--- src/rtl/cache_pkg.sv ---
// Types and constants shared by the instruction cache and its miss/fill controller.
package cache_pkg;

  localparam int WORDS_PER_BLOCK = 8;
  localparam int OFFSET_W        = 3;
  localparam int BLOCK_BYTES     = 16;
  localparam int MEM_LATENCY     = 4;

  // Address fields, common with the cache: TAG[15:10] SET[9:4] OFFSET[3:1]
  localparam int TAG_MSB = 15;
  localparam int TAG_LSB = 10;
  localparam int SET_MSB = 9;
  localparam int SET_LSB = 4;

  localparam logic [OFFSET_W-1:0] LAST_OFF = OFFSET_W'(WORDS_PER_BLOCK - 1);

  typedef enum logic [1:0] {
    ST_IDLE = 2'd0,
    ST_FILL = 2'd1,
    ST_META = 2'd2,
    ST_DONE = 2'd3
  } fill_state_e;

  function automatic logic [15:0] block_base(input logic [15:0] addr);
    return addr & ~16'(BLOCK_BYTES - 1);
  endfunction

  // Offset is spliced into [3:1], so it can never carry into the set/tag bits.
  function automatic logic [15:0] word_addr(input logic [15:0] base,
                                            input logic [OFFSET_W-1:0] off);
    return {base[TAG_MSB:SET_LSB], off, 1'b0};
  endfunction

endpackage

--- src/rtl/fill_word_counter.sv ---
// Word counter for one block: counts enabled cycles, saturates at the last word and flags done.
module fill_word_counter
  import cache_pkg::*;
(
  input  logic                clk,
  input  logic                rst_n,
  input  logic                i_clr,
  input  logic                i_en,
  output logic [OFFSET_W-1:0] o_cnt,
  output logic                o_done
);

  logic [OFFSET_W-1:0] r_cnt;
  logic                r_done;

  always_ff @(posedge clk or negedge rst_n) begin
    if (!rst_n) begin
      r_cnt  <= '0;
      r_done <= 1'b0;
    end else if (i_clr) begin
      r_cnt  <= '0;
      r_done <= 1'b0;
    end else if (i_en && !r_done) begin
      if (r_cnt == LAST_OFF) begin
        r_done <= 1'b1;
      end else begin
        r_cnt <= r_cnt + 1'b1;
      end
    end
  end

  assign o_cnt  = r_cnt;
  assign o_done = r_done;

endmodule

--- src/rtl/cache_fill_ctrl.sv ---
// Miss handler for the two-way I-cache: fetches an 8-word block from pipelined memory,
// streams it into the cache data array, then pulses the metadata write once.
module cache_fill_ctrl
  import cache_pkg::*;
(
  input  logic        clk,
  input  logic        rst_n,
  input  logic        Miss,
  input  logic [15:0] Miss_Addr,
  output logic [15:0] mem_addr,
  output logic        mem_en,
  input  logic [15:0] mem_data,
  input  logic        mem_data_valid,
  output logic [15:0] Addr_FSM,
  output logic [15:0] DataIn_FSM,
  output logic        Data_WE,
  output logic        MetaData_WE,
  output logic        fsm_busy,
  output logic [1:0]  o_dbg_state
);

  fill_state_e         r_state;
  fill_state_e         w_next_state;
  logic [15:0]         r_base;
  logic                w_start;
  logic                w_issue;
  logic                w_recv;
  logic [OFFSET_W-1:0] w_issue_cnt;
  logic [OFFSET_W-1:0] w_recv_cnt;
  logic                w_issue_done;
  logic                w_recv_done;

  assign w_start     = (r_state == ST_IDLE) && Miss;
  assign o_dbg_state = r_state;

  fill_word_counter u_issue_cnt (
    .clk    (clk),
    .rst_n  (rst_n),
    .i_clr  (w_start),
    .i_en   (w_issue),
    .o_cnt  (w_issue_cnt),
    .o_done (w_issue_done)
  );

  fill_word_counter u_recv_cnt (
    .clk    (clk),
    .rst_n  (rst_n),
    .i_clr  (w_start),
    .i_en   (w_recv),
    .o_cnt  (w_recv_cnt),
    .o_done (w_recv_done)
  );

  always_ff @(posedge clk or negedge rst_n) begin
    if (!rst_n) begin
      r_state <= ST_IDLE;
      r_base  <= '0;
    end else begin
      r_state <= w_next_state;
      if (w_start) begin
        r_base <= block_base(Miss_Addr);
      end
    end
  end

  // Request and receive sides run independently inside FILL; only the receive side ends it.
  always_comb begin
    w_next_state = r_state;
    w_issue      = 1'b0;
    w_recv       = 1'b0;
    mem_en       = 1'b0;
    mem_addr     = '0;
    Data_WE      = 1'b0;
    DataIn_FSM   = '0;
    Addr_FSM     = '0;
    MetaData_WE  = 1'b0;
    fsm_busy     = 1'b0;
    case (r_state)
      ST_IDLE: begin
        if (Miss) begin
          w_next_state = ST_FILL;
        end
      end
      ST_FILL: begin
        fsm_busy = 1'b1;
        w_issue  = !w_issue_done;
        if (w_issue) begin
          mem_en   = 1'b1;
          mem_addr = word_addr(r_base, w_issue_cnt);
        end
        w_recv = mem_data_valid && !w_recv_done;
        if (w_recv) begin
          Data_WE    = 1'b1;
          DataIn_FSM = mem_data;
          Addr_FSM   = word_addr(r_base, w_recv_cnt);
          if (w_recv_cnt == LAST_OFF) begin
            w_next_state = ST_META;
          end
        end
      end
      ST_META: begin
        fsm_busy     = 1'b1;
        MetaData_WE  = 1'b1;
        Addr_FSM     = r_base;
        w_next_state = ST_DONE;
      end
      ST_DONE: begin
        // Gives the cache's registered metadata write a cycle to land before release.
        fsm_busy     = 1'b1;
        w_next_state = ST_IDLE;
      end
      default: begin
        w_next_state = ST_IDLE;
      end
    endcase
  end

endmodule

--- config.mk ---
export PLATFORM = sky130hd
export DESIGN_NAME = cache_fill_ctrl
export DESIGN_NICKNAME = d
export VERILOG_FILES = /design/src/rtl/cache_pkg.sv /design/src/rtl/fill_word_counter.sv /design/src/rtl/cache_fill_ctrl.sv
export SDC_FILE = /design/constraint.sdc
export NUM_CORES = 1
export LEC_CHECK = 0
export CORE_ASPECT_RATIO = 0.75
export CORE_MARGIN = 5
export CORE_UTILIZATION = 45
export CTS_BUF_LIST = sky130_fd_sc_hd__clkbuf_8 sky130_fd_sc_hd__clkbuf_16
export CTS_CLUSTER_DIAMETER = 60
export CTS_CLUSTER_SIZE = 24
export DETAILED_ROUTE_END_ITERATION = 6
export DONT_BUFFER_PORTS = 1
export PLACE_DENSITY = 0.62
export SETUP_SLACK_MARGIN = 0.4
export SLEW_MARGIN = 15
export SYNTH_ARGS = -nofsm -noshare
export SYNTH_HDL_FRONTEND = slang
export SYNTH_HIERARCHICAL = 1
export SYNTH_SLANG_ARGS = --single-unit
--- constraint.sdc ---
create_clock -name clk -period 2.7 [get_ports clk]
set_input_delay 0.27 -clock clk [delete_from_list [all_inputs] [get_ports clk]]
set_output_delay 0.27 -clock clk [all_outputs]
set_load 0.02 [all_outputs]
* Word-level counts from Yosys, hierarchy flattened
Index checks and enable logic that the tools add are counted.
** Cells by class
- $add $sub $neg :: 2
- Div/mod/pow operators :: 0
- $lt $le $gt $ge :: 0
- Eq/ne operators :: 10
- Multipliers :: 0
- Bitwise logic cells :: 0
- Reductions and logical operators :: 17
- Shift operators :: 0
- Mux-type cells :: 30
** Operators with widths (count)
- $mux W16 :: 5
- $pmux W16 S2 :: 1
- $mux W3 :: 6
- $mux W1 :: 14
- $pmux W2 S4 :: 1
- $reduce_and A2 Y1 :: 4
- $reduce_bool A2 Y1 :: 4
- $add A3 B1 Y3 const B :: 2
- $eq A3 B3 Y1 const B :: 2
- $mux W2 :: 3
- $ne A2 B2 Y1 const B :: 3
- $eq A2 B2 Y1 const B :: 2
- $logic_and A1 B1 Y1 :: 4
- $ne A2 B1 Y1 const B :: 2
- $reduce_and A3 Y1 :: 1
- $reduce_or A3 Y1 :: 1
- $eq A2 B1 Y1 const B :: 1
- $logic_not A1 Y1 :: 2
- $logic_not A2 Y1 :: 1
** Storage, ports and cells
- Memories kept :: 0
- Register bits after elaboration :: 22
- Bits of input ports :: 36
- Bits in read-only memories :: 0
- Bits in writable memories :: 0
- Latch bits :: 0

* Logic depth before layout (Yosys ltp)
Gate-level depths: netlist of run 1.
- Depth after elaboration :: 6
- Gate-level depth with buffers :: 7
- Gate-level depth less buffers :: 6

* By module
Netlist of run 1, hierarchy kept.
** By module, submodules not included
- cache_fill_ctrl :: area an instance 1028.5 um^2, sequential area each 350.3 um^2, times used 1, cells an instance 100
- fill_word_counter :: area an instance 222.7 um^2, sequential area each 100.1 um^2, times used 2, cells an instance 18

* Least setup slack after synthesis of run 1
No wires, ideal clock.
- Path kind :: flip-flop to flip-flop
- From :: reg r_state[1] (netlist: o_dbg_state[1])
- To :: reg u_issue_cnt.r_cnt[0] (netlist: u_issue_cnt/o_cnt[0])
- Setup slack :: 0.705 ns
- Path buffers :: 1
- Arrival :: 1.870 ns
- Stages on the path, launching flop included :: 7
- Cell sequence :: dfrtp_1 > inv_1 > ha_1 > nor2b_1 > buf_2 > nor3b_4 > mux2_4
** On the way
- Word-level cells in the longest chain between the ends :: 5
- Elaborated cells between the ends (all ways) :: 9
** Ends and longest elaborated chain
- start, declared :: RTL line cache_fill_ctrl.sv:22 : fill_state_e r_state;
- start signal, assigned :: RTL line cache_fill_ctrl.sv:59 : r_state <= w_next_state;
- $eq A2 B1 Y1 :: RTL line cache_fill_ctrl.sv:78 : case (r_state)
- $mux W1 :: RTL line cache_fill_ctrl.sv:78
- $logic_and A1 B1 Y1 :: RTL line fill_word_counter.sv:23 : end else if (i_en && !r_done) begin
- $reduce_bool A2 Y1 (no line)
- $reduce_and A2 Y1 (no line)
- end signal, assigned :: RTL line fill_word_counter.sv:27 : r_cnt <= r_cnt + 1'b1;
- end, declared :: RTL line fill_word_counter.sv:13 : logic [OFFSET_W-1:0] r_cnt;
Parallel ways exist; a longest one is shown, timed or not.
A chain may end at the register's enable or synchronous reset.

* Final worst setup path of run 1
- From :: reg r_state[1] (netlist: o_dbg_state[1])
- To :: out Addr_FSM[10]
** On the way
- Word-level cells in the longest chain between the ends :: 2
- Elaborated cells between the ends (all ways) :: 3
** Ends and longest elaborated chain
- $eq A2 B2 Y1 or $eq A2 B1 Y1 (tied branches) :: RTL line cache_fill_ctrl.sv:78
- $pmux W16 S2 (*) :: RTL line cache_fill_ctrl.sv:78
- end, declared :: RTL line cache_fill_ctrl.sv:14 : output logic [15:0] Addr_FSM,
Every way passes the cells marked *; elsewhere a longest branch is shown, timed or not.

==> results of run 1 <==
[worst register-to-register path: cells and delay by family, from the launching register on]
family	cells	cell delay (ns)
multiplexers	1	0.33
flip-flops	1	0.48
adder cells (fa/ha/maj)	1	0.24
buffers and inverters	1	0.14
AND/OR/NAND/NOR	2	0.57
[repair_timing]
item / in CTS / in global routing
endpoints found under the hold margin: 22 / 0
hold buffers: 1 / 0
endpoints found under the setup margin: 0 / 34
resized for setup: 0 / 3
[final cells by class]
type	count	area share, %
multi-input combinational	103	54.5
clock buffer	4	3.50
sequential	22	35.0
timing repair buffer	4	2.55
tap	40	3.18
inverter	5	1.19
[report_power, final]
group	internal, mW	switching (mW)	total (mW)
logic	0.491	0.679	1.17
clock network	0.130	0.102	0.232
registers	0.482	0.144	0.626
total	1.10	0.925	2.03
[cells in the final DEF (no fill, tap or decap)]
cell,netlist,final
nand2_1,1,1
buf_4,2,1
and3_1,1,1
and2_4,10,10
conb_1,1,2
ha_1,8,8
clkbuf_8,0,4
a222oi_1,1,1
and2b_1,1,1
inv_1,5,5
nand3_1,1,1
nand2b_1,8,8
a22o_1,1,1
a21oi_1,2,2
and3b_2,0,1
buf_6,2,2
nor3b_4,2,2
dfrtp_1,22,22
and4_1,2,2
mux2_4,2,2
mux2_2,13,13
nor2b_1,3,3
nand2b_4,1,1
o21a_4,1,1
and2_1,33,33
mux2i_1,4,4
nor2_1,4,4
dlygate4sd3_1,0,1
o32a_1,1,1
[sequential cells by signal (all words and copies together), names as in the netlist]
| name | flops |
|---|---|
| o_dbg_state | 2 |
| r_base | 12 |
| u_issue_cnt/o_done | 1 |
| u_recv_cnt/o_cnt | 3 |
| u_issue_cnt/o_cnt | 3 |
| u_recv_cnt/o_done | 1 |
[final timing paths]
kind	endpoint	start	cells after the start	slack [ns]
min	r_base[4]	Miss_Addr[4]	1	0.16
min reg2reg	r_base[12]	r_base[12]	1	0.53
max reg2reg	u_issue_cnt/o_cnt[0]	o_dbg_state[1]	5	0.82
min in group asynchronous	r_base[14]	rst_n	1	0.62
max	Addr_FSM[10]	o_dbg_state[1]	5	0.53
max in group asynchronous	u_issue_cnt/o_cnt[1]	rst_n	1	1.48
[kinds of logic after synthesis]
kind of cell	count (synthesis)
other	1
buffers and inverters	12
AOI/OAI and AO/OA	6
adders and majority gates	8
and+or+nand+nor	68
muxes	19
DFF	22
[per-stage QoR]
stage | std cells | area [sq um] | power, mW | setup WS (ns) | hold WS (ns)
2_1_floorplan | 137 | 1480 | 1.63 | 0.705 | -0.0256
3_3_place_gp | 173 | 1500 | 1.75 | 0.801 | -0.0251
3_5_place_dp | 173 | 1500 | 1.80 | 0.768 | -0.0252
4_1_cts | 178 | 1560 | 2.04 | 0.452 | 0.148
5_1_grt | 178 | 1570 | 2.18 | 0.411 | 0.147
6_report | 178 | 1570 | 2.03 | 0.529 | 0.156
[layer usage]
metal | wire, um | global-route usage, % | vias up
met4 | 36 | 3.74 | 0
li1 | - | - | 446
met3 | 176 | 5.17 | 4
met2 | 1510 | 22.0 | 26
met5 | 0 | 0 | -
met1 | 1370 | 16.3 | 464
==> impl_metrics.toml, run 1 <==
[run_status]
status = "finished clean"

[synth]
synth.area.top_cells = "dfrtp_1, and2_1, mux2_2"
synth_edf_count = 0
netlist_area_sq_mm = 0.00147
yosysUniqueCellTypes = 28
synth-xor-area-share_pct = 0
synth.most_common_cell = "and2_1"
yosysTopAreaCell = "dfrtp_1"
synth_common_cells = "and2_1, dfrtp_1, mux2_2"
ys.flop_type = "dfrtp_1"
synth_fa_ha_area_share_pct = 6.79
netlist.area_leader.share_pct = 37.4
synthMuxAreaShare_pct = 14.7
ys_seq_area_share_pct = 37.4
synth_top_family_by_area = "simple AND/OR/NAND/NOR gates"
async_reset_ff_share_pct = 100
synthSimpleGateAreaFrac_pct = 32.4
synthCells = 136
avgSynthCellArea_sq_um = 10.8
yosysWarningCount = 6
synth-seq-cells = 22
synth_compound_area_share_pct = 3.65

[clock_tree]
clock_latency_ns = 0.26
cts_tree = "done"
path_clk_slew_ns = 0.08
clock_path_buffers = 2
postCtsSetupBuffers = 0
htree_levels = 1
clock-sinks = 22
root_buffer = "clkbuf_8"
numCtsBuffers = 3

[drt]
routed_wl_um = 3090
vias = 940
avgViaCountPerCell = 5.28
firstDrtPassIters = 4
ant_nets = 0
first_iter_violations = 47
drc = 0
wl_per_cell_um = 17.4

[place]
gp_congestion = 0.728
hpwl_um = 2470
portBuffers = 0

[setup_path]
cp.required_ns = 2.43
arrival_ns = 1.90
cp_max_fo = 12
slowest_delay_ns = 0.50
slowest_stage = "dfrtp_1"
worstSetupStartpointType = "flop"
crit_buf_inv = 1
critPathCaptureType = "primary output"
crit_chain = "inv_1 > ha_1 > and3b_2 > o21a_4 > and2_1"
critPathTopFamily = "flip-flops"
path_class = "flop to primary output"

[final_layout]
finish.utilization_pct = 48.8
register_area_sq_um = 551
multi_input_area_sq_um = 857
syn2layout_area_growth_pct = 6.62
antennaDiodeCount = 0
final_layout_size_suffix_gt1_share_pct = 26.8
nFillCells = 302
final_nets = 183

[sta]
max_freq_ghz = 0.461
skew_ns = 0.00418
drv_slew = 0
post-route-min-period_ns = 2.17
finalCritPeriodShare_pct = 80.4
setup_viol = 0
tightest_slew_ns = 0.995
maxSlewHeadroom_pct = 33.4
rsz0062_at_grt = "no"
hold_viol = 0
fin_tns_setup_ns = 0

[global_routing]
grt_pass1_wl_um = 4800
grt_start_max_net_pins = 23
track_usage_pct = 13.3
antenna_found_initial = 0
overflow = 0
grt_pass1_vias = 980

[floorplan]
die_area_sq_mm = 0.00453
die_h_um = 59.6
core_sq_mm = 0.00322
dieWidth_um = 76.1
design.portCount = 90
initial_core_util_pct = 45.8
core.rowCount = 18

[power]
power_density_mw_per_mm2 = 1290
power.leakage_nw = 0.737
vdd_ir_drop_max_v = 0.000414

[worst_hold_path]
hold_path_class = "input port to flop"

[run]
max_cap_violations = 0
(Power assumes the default switching activity.)
==> run 2: changes to the inputs <==
- clock period: 2.7 -> 2.1 ns (I/O delays scaled with it)
==> impl_metrics.toml, run 2 (synthesis gave the netlist of run 1 again) <==
[run_status]
status = "finished clean"

[floorplan]
dieWidth_um = 76.1
core.rowCount = 18
die_area_sq_mm = 0.00453
die_h_um = 59.6
design.portCount = 90
initial_core_util_pct = 45.8
core_sq_mm = 0.00322

[setup_path]
r2r-end = "o_dbg_state[1]"
critPathCaptureType = "primary output"
ff2ff_path_depth = 7
worstSetupStartpointType = "flop"
r2r_start = "o_dbg_state[1]"
arrival_ns = 1.69
crit_chain = "ha_4 > and3b_2 > o21a_4 > and2_4"
slowest_delay_ns = 0.52
path_class = "flop to primary output"
slowest_stage = "dfrtp_2"
cp.required_ns = 1.89
rrSetupSlack_ns = 0.21
cp_max_fo = 12

[power]
power_density_mw_per_mm2 = 1750
vdd_ir_drop_max_v = 0.000667
power_mw = 3.25
power.leakage_nw = 0.865

[worst_hold_path]
hold_path_class = "input port to flop"
hold_path_end = "r_base[4]"
worst_hold_startpoint = "Miss_Addr[4]"
holdPathStages = 1

[sta]
fin_tns_setup_ns = 0
tightest_slew_ns = 0.507
drv_slew = 0
rsz0062_at_grt = "yes"
post-route-min-period_ns = 1.90
skew_ns = 0.00517
setup_viol = 0
finalCritPeriodShare_pct = 90.7
fin_hold_ws_ns = 0.0889
maxSlewHeadroom_pct = 66.2
hold_viol = 0
max_freq_ghz = 0.525

[final_layout]
layout_common_cells = "and2_4, dfrtp_1, mux2_2"
largest_reg_flops = 12
final_common_cell = "and2_4"
final_layout_size_suffix_gt1_share_pct = 62.7
antennaDiodeCount = 0
final_cells = 190
final_nets = 195
fin_area_sq_mm = 0.00186
syn2layout_area_growth_pct = 26.5
largest_register = "r_base"

[place]
place_inst = 173
hpwl_um = 2450
place_area_sq_mm = 0.00152
gp_congestion = 0.733
portBuffers = 0

[drt]
firstDrtPassIters = 4
ant_nets = 0
wl_per_cell_um = 19.0
first_iter_violations = 47
avgViaCountPerCell = 5.39
routed_wl_um = 3620
drc = 0
vias = 1024

[global_routing]
grt_pass1_vias = 1020
overflow = 0
track_usage_pct = 14.5
grt_pass1_wl_um = 5310
antenna_found_initial = 0
grt_start_max_net_pins = 23

[clock_tree]
htree_levels = 1
cts_tree = "done"
clock-sinks = 22
root_buffer = "clkbuf_8"
clock_latency_ns = 0.26
clock_path_buffers = 2
path_clk_slew_ns = 0.08
numCtsBuffers = 3

[run]
max_cap_violations = 0
[run 2: changes by cell type in the layout (fill, tap and decap cells not counted), moves of 3 or more]
cell    delta
buf_4      +5
buf_6      +3
and2_1    -33
and2_4    +33
ha_4       +3
ha_1       -4
[run 2: cell type report]
| type | count | area (sq um) |
|---|---|---|
| clock buffers | 3 | 41.3 |
| flip-flops and latches | 22 | 553 |
| inverters | 5 | 21.3 |
| repair buffers | 16 | 171 |
| well taps | 40 | 50.0 |
| fillers | 264 | 1360 |
| clock inverters | 1 | 30.0 |
| multi-input cells | 103 | 997 |
[run 2: worst max-delay path by stage]
stage | startpoint | endpoint | slack, ns | depth (start not counted)
final | o_dbg_state[0] | Addr_FSM[12] | 0.20 | 4
after global routing | o_dbg_state[1] | Addr_FSM[12] | 0.13 | 5
after CTS | o_dbg_state[0] | Addr_FSM[7] | 0.21 | 4
after detailed placement | o_dbg_state[0] | o_dbg_state[1] | 0.36 | 4
after global placement | o_dbg_state[1] | u_recv_cnt/o_cnt[0] | 0.39 | 5
after floorplan | o_dbg_state[1] | u_recv_cnt/o_cnt[0] | 0.33 | 7
[run 2: per-layer routing]
metal,part of all wire [%],routed length [um],up-vias,GRT usage (%)
met5,0,0,-,0
met4,0.36,13,0,2.74
met3,6.4,232,2,5.47
met2,52,1900,34,23.8
met1,41,1470,519,18.5
li1,-,-,469,-
[run 2: timing repair]
item | in CTS | in global routing
hold buffers | 1 | 1
endpoints found under the setup margin | 49 | 57
resized for setup | 69 | 21
buffers inserted | 5 | 4
endpoints found under the hold margin | 22 | 22
pin swaps | 0 | 1
gates cloned | 1 | 1
[run 2: power breakdown]
group	internal, mW	total [mW]	leakage (nW)	switching, mW
Clock	0.255	0.397	0.0357	0.142
Combinational	1.02	2.02	0.560	0.991
Sequential	0.624	0.842	0.269	0.218
Total	1.90	3.25	0.865	1.35
[run 2: stage by stage]
step	worst slack (ns)	utilization [%]
6_report	0.196	57.9
5_1_grt	0.134	57.9
4_1_cts	0.205	54.2
3_5_place_dp	0.357	47.0
3_3_place_gp	0.392	47.0
2_1_floorplan	0.326	-
[run 2: critical path, delay by kind of cell (launching register included)]
kind | cells | cell delay [ns]
AND/OR/NAND/NOR | 2 | 0.43
flip-flops | 1 | 0.52
adder cells (fa/ha/maj) | 1 | 0.22
AO/OA/AOI/OAI | 1 | 0.26
==> run 3: changes to the inputs <==
- RECOVER_POWER: unset -> 25
==> impl_metrics.toml, run 3 (synthesis gave the netlist of run 1 again) <==
[clock_tree]
path_clk_slew_ns = 0.08
clock_path_buffers = 2
numCtsBuffers = 3
htree_levels = 1
clock-sinks = 22
root_buffer = "clkbuf_8"
cts_tree = "done"
clock_latency_ns = 0.26

[floorplan]
die_h_um = 59.6
initial_core_util_pct = 45.8
core_sq_mm = 0.00322
dieWidth_um = 76.1
die_area_sq_mm = 0.00453
core.rowCount = 18
design.portCount = 90

[drt]
routed_wl_um = 3610
vias = 1025
ant_nets = 0
first_iter_violations = 47
firstDrtPassIters = 4
avgViaCountPerCell = 5.39
drc = 0
wl_per_cell_um = 19.0

[global_routing]
grt_pass1_wl_um = 5310
antenna_found_initial = 0
overflow = 0
grt_start_max_net_pins = 23
track_usage_pct = 14.5
grt_pass1_vias = 1020

[setup_path]
critPathCaptureType = "primary output"
crit_chain = "ha_4 > and3b_2 > o21a_4 > and2_4"
cp.required_ns = 1.89
arrival_ns = 1.69
cp_max_fo = 12
path_class = "flop to primary output"
slowest_delay_ns = 0.52
worstSetupStartpointType = "flop"
slowest_stage = "dfrtp_2"

[place]
hpwl_um = 2450
place_area_sq_mm = 0.00152
gp_congestion = 0.733
portBuffers = 0

[power]
p_sw_mw = 1.35
power.leakage_nw = 0.862
power_density_mw_per_mm2 = 1750
combPwrFrac_pct = 61.9
vdd_ir_drop_max_v = 0.000667
pwr-share-clk_pct = 12.2
swShare_pct = 41.5
intPower_mw = 1.90
seq_power_share_pct = 25.9

[final_layout]
fin_area_sq_mm = 0.00186
layout_common_cells = "and2_4, dfrtp_1, mux2_2"
register_area_sq_um = 553
largest_reg_flops = 12
largest_register = "r_base"
syn2layout_area_growth_pct = 26.4
antennaDiodeCount = 0
finish.utilization_pct = 57.8
final_common_cell = "and2_4"
multi_input_area_sq_um = 997
final_nets = 195
final_layout_size_suffix_gt1_share_pct = 62.0
nFillCells = 265

[sta]
fin_tns_setup_ns = 0
finalCritPeriodShare_pct = 90.7
setup_viol = 0
maxSlewHeadroom_pct = 19.1
rsz0062_at_grt = "yes"
hold_viol = 0
drv_slew = 0
skew_ns = 0.00517
post-route-min-period_ns = 1.90
tightest_slew_ns = 1.21
max_freq_ghz = 0.525

[run_status]
status = "finished clean"

[worst_hold_path]
hold_path_class = "input port to flop"

[run]
max_cap_violations = 0
## run 3: cell count changes in the layout (fill, tap and decap cells not counted), sizes merged
| cell | before | now |
|---|---|---|
| buf | 14 | 13 |
| clkbuf | 4 | 5 |
## run 3: power by group through the flow
| stage | logic [mW] | clock network [mW] | registers, mW |
|---|---|---|---|
| 2_1_floorplan | 1.36 | 0 | 0.774 |
| 3_3_place_gp | 1.47 | 0 | 0.811 |
| 3_5_place_dp | 1.50 | 0 | 0.824 |
| 4_1_cts | 1.76 | 0.404 | 0.823 |
| 5_1_grt | 2.15 | 0.420 | 0.873 |
| 6_report | 2.02 | 0.397 | 0.842 |
## run 3: area by class of cell
type	instances	area share, %
multi-input cells	103	53.5
flip-flops and latches	22	29.7
repair buffers	16	9.13
well taps	40	2.69
clock buffers	3	2.22
clock inverters	1	1.61
inverters	5	1.14
## run 3: timing repair
item                                   4_1_cts  5_1_grt
hold buffers                                 1        1
gates cloned                                 1        1
endpoints found under the hold margin       22       22
buffers inserted                             5        4
setup endpoints to repair                   49       57
pin swaps                                    0        1
resized for setup                           69       21
## run 3: worst paths after layout
kind,start,end,slack (ns),cells after the start
worst min-delay path,Miss_Addr[4],r_base[4],0.09,1
worst max-delay path,o_dbg_state[0],Addr_FSM[12],0.20,4
worst min register to register,r_base[7],r_base[7],0.54,1
min in group asynchronous,rst_n,r_base[10],0.74,2
max in group asynchronous,rst_n,o_dbg_state[0],0.56,2
worst max register to register,o_dbg_state[1],o_dbg_state[1],0.21,7
## run 3: worst max-delay path: cells and delay by family (launching register included)
kind            cells  cell delay [ns]
flops               1             0.52
simple gates        2             0.43
fa+ha+maj           1             0.22
compound gates      1             0.26
## run 3: stage by stage
step                power (mW)  hold slack, ns  std cells  setup slack [ns]
floorplan                 2.14         -0.0856        137             0.326
global placement          2.28         -0.0851        173             0.392
finish                    3.25          0.0889        190             0.196
detailed placement        2.33         -0.0851        173             0.357
global route              3.44          0.0789        190             0.134
CTS                       2.99          0.0831        184             0.205
## run 3: per-layer routing
layer / global-route usage [%] / wire length (um) / up-vias
li1: - / - / 469
met1: 18.5 / 1470 / 520
met2: 23.8 / 1900 / 34
met3: 5.47 / 232 / 2
met4: 2.74 / 13 / 0
met5: 0 / 0 / -
